$ cat src/rtl/tx_req_wrr_arbiter.sv
// Packet-weighted round-robin arbiter sharing one tx request port among PORTS schedulers,
// with per-port outstanding limits and status routing by the port field of the tag.
module tx_req_wrr_arbiter #(
  parameter int unsigned PORTS             = 4,
  parameter int unsigned QUEUE_INDEX_WIDTH = 8,
  parameter int unsigned REQ_TAG_WIDTH     = 8,
  parameter int unsigned LEN_WIDTH         = 16,
  parameter int unsigned WEIGHT_WIDTH      = 4,
  parameter int unsigned MAX_OUTSTANDING   = 16,
  localparam int unsigned PW               = $clog2(PORTS),
  localparam int unsigned MTW              = REQ_TAG_WIDTH + PW
) (
  input  logic                           clk,
  input  logic                           rst_n,
  input  logic                           enable,
  input  logic [PORTS*WEIGHT_WIDTH-1:0]  cfg_weight,
  input  logic [PORTS*QUEUE_INDEX_WIDTH-1:0] s_axis_tx_req_queue,
  input  logic [PORTS*REQ_TAG_WIDTH-1:0] s_axis_tx_req_tag,
  input  logic [PORTS-1:0]               s_axis_tx_req_valid,
  output logic [PORTS-1:0]               s_axis_tx_req_ready,
  output logic [QUEUE_INDEX_WIDTH-1:0]   m_axis_tx_req_queue,
  output logic [MTW-1:0]                 m_axis_tx_req_tag,
  output logic                           m_axis_tx_req_valid,
  input  logic                           m_axis_tx_req_ready,
  input  logic [LEN_WIDTH-1:0]           s_axis_tx_req_status_len,
  input  logic [MTW-1:0]                 s_axis_tx_req_status_tag,
  input  logic                           s_axis_tx_req_status_valid,
  output logic [PORTS*LEN_WIDTH-1:0]     m_axis_tx_req_status_len,
  output logic [PORTS*REQ_TAG_WIDTH-1:0] m_axis_tx_req_status_tag,
  output logic [PORTS-1:0]               m_axis_tx_req_status_valid,
  output logic                           status_underflow,
  output logic                           active
);

  localparam int unsigned OW = $clog2(MAX_OUTSTANDING + 1);

  logic [WEIGHT_WIDTH-1:0]      r_credit [PORTS];
  logic [OW-1:0]                r_out    [PORTS];
  logic [PW-1:0]                r_ptr;
  logic                         r_m_valid;
  logic [QUEUE_INDEX_WIDTH-1:0] r_m_queue;
  logic [MTW-1:0]               r_m_tag;
  logic [PORTS*LEN_WIDTH-1:0]   r_st_len;
  logic [PORTS*REQ_TAG_WIDTH-1:0] r_st_tag;
  logic [PORTS-1:0]             r_st_valid;
  logic                         r_underflow;

  logic [WEIGHT_WIDTH-1:0] w_weight [PORTS];
  logic [PORTS-1:0]        w_base, w_cur, w_elig, w_inc, w_dec, w_out_nz;
  logic                    w_load_ok, w_slot, w_reload, w_found, w_grant;
  logic [PW-1:0]           w_gnt_idx, w_st_port;
  logic [WEIGHT_WIDTH-1:0] w_gnt_credit;

  assign w_st_port = s_axis_tx_req_status_tag[MTW-1 -: PW];

  // w_base ignores credit: it is what eligibility would be right after a reload.
  always_comb begin
    for (int p = 0; p < PORTS; p++) begin
      w_weight[p] = cfg_weight[p*WEIGHT_WIDTH +: WEIGHT_WIDTH];
      w_base[p]   = s_axis_tx_req_valid[p] && (w_weight[p] != '0) &&
                    (r_out[p] < OW'(MAX_OUTSTANDING));
      w_cur[p]    = w_base[p] && (r_credit[p] != '0);
      w_out_nz[p] = (r_out[p] != '0);
    end
  end

  assign w_load_ok = !r_m_valid || m_axis_tx_req_ready;
  assign w_slot    = rst_n && enable && w_load_ok;
  assign w_reload  = w_slot && (w_cur == '0) && (w_base != '0);
  assign w_elig    = w_reload ? w_base : w_cur;

  always_comb begin
    logic [PW-1:0] idx;
    idx       = '0;
    w_found   = 1'b0;
    w_gnt_idx = '0;
    for (int i = 0; i < PORTS; i++) begin
      idx = r_ptr + PW'(i);
      if (!w_found && w_elig[idx]) begin
        w_found   = 1'b1;
        w_gnt_idx = idx;
      end
    end
  end

  assign w_grant      = w_slot && w_found;
  assign w_gnt_credit = (w_reload ? w_weight[w_gnt_idx] : r_credit[w_gnt_idx]) -
                        WEIGHT_WIDTH'(1);

  always_comb begin
    s_axis_tx_req_ready = '0;
    for (int p = 0; p < PORTS; p++) begin
      w_inc[p] = w_grant && (w_gnt_idx == PW'(p));
      w_dec[p] = s_axis_tx_req_status_valid && (w_st_port == PW'(p)) && w_out_nz[p];
    end
    if (w_grant) s_axis_tx_req_ready[w_gnt_idx] = 1'b1;
  end

  always_ff @(posedge clk or negedge rst_n) begin
    if (!rst_n) begin
      r_ptr       <= '0;
      r_underflow <= 1'b0;
      for (int p = 0; p < PORTS; p++) begin
        r_credit[p] <= '0;
        r_out[p]    <= '0;
      end
    end else begin
      for (int p = 0; p < PORTS; p++) begin
        if (w_reload) r_credit[p] <= w_weight[p];
        if (w_inc[p] && !w_dec[p]) r_out[p] <= r_out[p] + OW'(1);
        else if (w_dec[p] && !w_inc[p]) r_out[p] <= r_out[p] - OW'(1);
      end
      if (w_grant) begin
        r_credit[w_gnt_idx] <= w_gnt_credit;
        r_ptr <= (w_gnt_credit == '0) ? w_gnt_idx + PW'(1) : w_gnt_idx;
      end
      if (s_axis_tx_req_status_valid && !w_out_nz[w_st_port]) r_underflow <= 1'b1;
    end
  end

  always_ff @(posedge clk or negedge rst_n) begin
    if (!rst_n) begin
      r_m_valid <= 1'b0;
      r_m_queue <= '0;
      r_m_tag   <= '0;
    end else if (w_grant) begin
      r_m_valid <= 1'b1;
      r_m_queue <= s_axis_tx_req_queue[w_gnt_idx*QUEUE_INDEX_WIDTH +: QUEUE_INDEX_WIDTH];
      r_m_tag   <= {w_gnt_idx, s_axis_tx_req_tag[w_gnt_idx*REQ_TAG_WIDTH +: REQ_TAG_WIDTH]};
    end else if (w_load_ok) begin
      r_m_valid <= 1'b0;
    end
  end

  // Only the addressed port's tag/len change; the others keep their last value.
  always_ff @(posedge clk or negedge rst_n) begin
    if (!rst_n) begin
      r_st_valid <= '0;
      r_st_tag   <= '0;
      r_st_len   <= '0;
    end else begin
      r_st_valid <= '0;
      if (s_axis_tx_req_status_valid) begin
        r_st_valid[w_st_port] <= 1'b1;
        r_st_tag[w_st_port*REQ_TAG_WIDTH +: REQ_TAG_WIDTH] <=
          s_axis_tx_req_status_tag[REQ_TAG_WIDTH-1:0];
        r_st_len[w_st_port*LEN_WIDTH +: LEN_WIDTH] <= s_axis_tx_req_status_len;
      end
    end
  end

  assign m_axis_tx_req_valid        = r_m_valid;
  assign m_axis_tx_req_queue        = r_m_queue;
  assign m_axis_tx_req_tag          = r_m_tag;
  assign m_axis_tx_req_status_valid = r_st_valid;
  assign m_axis_tx_req_status_tag   = r_st_tag;
  assign m_axis_tx_req_status_len   = r_st_len;
  assign status_underflow           = r_underflow;
  assign active                     = r_m_valid || (w_out_nz != '0);

endmodule

$ cat config.mk
export PLATFORM = sky130hd
export DESIGN_NAME = tx_req_wrr_arbiter
export DESIGN_NICKNAME = d
export VERILOG_FILES = /design/src/rtl/tx_req_wrr_arbiter.sv
export SDC_FILE = /design/constraint.sdc
export NUM_CORES = 1
export LEC_CHECK = 0
export ABC_AREA = 1
export CAP_MARGIN = 10
export CORE_AREA = 2 2 125 139
export DETAILED_ROUTE_END_ITERATION = 7
export DIE_AREA = 0 0 127 141
export HOLD_SLACK_MARGIN = 0.02
export PLACE_DENSITY = 0.85
export SLEW_MARGIN = 20
export SYNTH_ARGS = -nofsm -noshare
export SYNTH_HDL_FRONTEND = slang
export SYNTH_SLANG_ARGS = --single-unit
$ cat constraint.sdc
create_clock -name clk -period 7 [get_ports clk]
set_clock_uncertainty 0.1 [all_clocks]
set_input_delay 1.05 -clock clk [delete_from_list [all_inputs] [get_ports clk]]
set_output_delay 1.05 -clock clk [all_outputs]
set_load 0.05 [all_outputs]
==> impl_metrics.py <==
metrics = {
    "synthesis": {
        "synth_compound_area_share_pct": 15.1,
        "syn_area_um2": 8450,
        "synthCells": 1043,
        "ys_ff_latch": 158,
        "yosys.area_share.simple_pct": 24.9,
        "synth_nets": 1189,
        "synth.distinct_cells": 36,
        "ys_warn_count": 0,
        "syn_avg_cell_area_um2": 8.10,
        "synth-edff-count": 0,
        "synth_seq_area_share_pct": 46.8,
        "synth_xor_area_share_pct": 0.933,
        "synth-adder-area-share_pct": 4.95,
        "async_flop_share_pct": 100,
        "ys.flop_type": "dfrtp_1",
        "synthMuxAreaShare_pct": 0,
        "synth_top_family_by_area": "simple AND/OR/NAND/NOR gates",
    },
    "die": {
        "dieArea_um2": 17900,
        "core_um2": 16600,
        "placementRows": 50,
        "initial_core_util_pct": 50.8,
        "fp.dieW_um": 127,
        "pin_count": 240,
        "die_h_um": 141,
    },
    "finish": {
        "layout-drive-gt1-share_pct": 8.39,
        "final_cells": 1484,
        "syn_to_final_growth_pct": 37.0,
        "diodes": 0,
        "final_cell_mix": "nand2_1, clkdlybuf4s50_1, dfrtp_1",
        "num-nets-final": 1409,
        "mostFrequentLayoutCell": "nand2_1",
        "fill_cells": 1315,
    },
    "cts": {
        "hold_buffers": 0,
        "clk_latency_ps": 430,
        "cts-root-buf": "clkbuf_16",
        "post_cts_buffers": 0,
        "cts_sinks": 158,
        "cts_buffer_depth": 2,
        "cts_resized": 0,
        "cts_tree": "done",
        "numCtsBuffers": 17,
        "htree_num_levels": 4,
        "clk_pin_slew_ps": 70,
    },
    "job": {
        "max_cap_violations": 0,
    },
    "route": {
        "drc": 0,
        "dr.pass1.iters": 5,
        "totalWireLength_um": 25500,
        "vias_per_cell": 5.49,
        "drt-initial-drc-count": 686,
        "dr_total_vias": 8141,
        "wl_per_cell_um": 17.2,
        "drtAntennaViolNets": 0,
    },
    "sta": {
        "tightestPinTransition_ps": 1020,
        "min_period_ps": 5980,
        "fmax_ghz": 0.167,
        "final_hold_viol_count": 0,
        "setup_viol": 0,
        "finalSetupTns_ps": 0,
        "fin_hold_ws_ps": 373,
        "period_share_pct": 85.5,
        "slew_headroom_pct": 31.6,
        "rsz0062_at_grt": "no",
        "slew_violations": 0,
    },
    "critical_path": {
        "critPathRequiredTime_ps": 5850,
        "critPathCaptureType": "output pin",
        "arrival_ps": 4830,
        "cp-start-kind": "input pin",
        "crit_type": "in2out",
        "path_max_fanout": 32,
        "rr_worst_depth": 27,
    },
    "place": {
        "routabilityCongestion": 0.983,
        "port_buffers": 239,
        "dp_hpwl_um": 18400,
        "place_inst": 1452,
    },
    "pwr": {
        "pwr_density_cell_nw_per_um2": 470,
        "ir_drop_uv": 318,
        "total_leakage_power_nw": 5.31,
    },
    "grt": {
        "grt_start_max_net_pins": 69,
        "grt_pass1_wl_um": 41400,
        "overflow": 0,
        "antenna_found_initial": 0,
        "first_global_vias": 8018,
        "grt_usage_pct": 28.8,
    },
    "min_path": {
        "hold_depth": 1,
        "hp-class": "reg2reg",
    },
    "run_status": {
        "outcome": "completed",
    },
}
-- routing by layer --
layer  track usage [%]  up-vias  share of wire [%]
met1              36.7     3811                 40
li1                  -     3867                  -
met4              10.8        0                2.5
met5                 0        -                  0
met3              7.86       58                9.5
met2              47.2      405                 48
-- cells in the mapped netlist (7+ instances only) --
cell        n  area (um^2)
clkbuf_1   31          116
dfrtp_1   158         3950
nand3_2    15          150
nand3_1    60          300
nor2_2      7         43.8
inv_1     102          383
a21oi_1    20          100
buf_2       9         45.0
nand4_1    15         93.8
ha_1       27          338
o211ai_1   21          158
a31oi_1    19          119
nand2_2    14         87.6
nor2_1     77          289
o21ai_0   147          736
or2_2      14         87.6
o21bai_1   11         82.6
nand2_1   252          946
-- critical path: stages --
cell,delay (ps)
clkdlybuf4s50_1,450
nor2_2,190
nand2_2,100
nand3_2,90
nand2_1,90
nor2_4,160
nand3_1,120
nand3_1,100
nand2_1,70
nand2_1,80
nand2_2,60
nand2_2,80
nand2_2,50
nand2_2,210
nand3_4,340
inv_2,200
ha_1,160
nand2_1,140
inv_1,220
clkdlybuf4s50_1,850
-- final cells by class --
cell class / instances / area (um^2) / share of cell area, %
inverters: 107 / 402 / 3.47
clock buffers: 18 / 439 / 3.79
clock inverters: 14 / 189 / 1.63
multi-input cells: 732 / 3880 / 33.5
flip-flops and latches: 158 / 3950 / 34.2
well taps: 208 / 260 / 2.25
repair buffers: 247 / 2450 / 21.2
-- registers in the layout, summed over array words and instances, names as in the netlist --
register,flops
m_axis_tx_req_queue,8
m_axis_tx_req_status_len,64
m_axis_tx_req_status_tag,32
m_axis_tx_req_status_valid,4
m_axis_tx_req_tag,10
m_axis_tx_req_valid,1
r_credit,16
r_out,20
r_ptr,2
status_underflow,1
-- power by group --
group          leakage (nW)  total, mW  internal (mW)  switching (mW)
clock network         0.308      0.967          0.528           0.439
registers              2.04       1.30           1.12           0.172
logic                  2.96       3.18           1.10            2.08
-- final timing paths --
path,from,end,slack [ps]
min in group asynchronous,rst_n,m_axis_tx_req_valid$_DFFE_PN0P_,400
worst min register to register,status_underflow$_DFFE_PN0P_,status_underflow$_DFFE_PN0P_,370
worst max register to register,r_credit[7]$_DFF_PN0_,r_out[4]$_DFFE_PN0P_,2430
worst max-delay path,cfg_weight[11],s_axis_tx_req_ready[3],1020
worst min-delay path,status_underflow$_DFFE_PN0P_,status_underflow$_DFFE_PN0P_,370
max in group asynchronous,rst_n,m_axis_tx_req_status_tag[22]$_DFFE_PN0P_,5240
-- stage by stage --
stage	worst slack, ps	total power [mW]	area [um^2]	utilization (%)
3_5_place_dp	1050	4.44	10900	65.8
4_1_cts	1040	5.43	11600	69.6
5_1_grt	698	5.85	11600	69.6
6_report	1020	5.44	11600	69.6
2_1_floorplan	2100	3.66	8450	-
3_3_place_gp	1130	4.38	10900	65.8
-- cell families (layout without fill, tap and decap cells) --
group           after synthesis  count (layout)
compound gates              228             228
xor+xnor                      9               9
fa+ha+maj                    31              31
buf+inv                     153             386
flops                       158             158
simple gates                464             464
(Power assumes the default switching activity.)
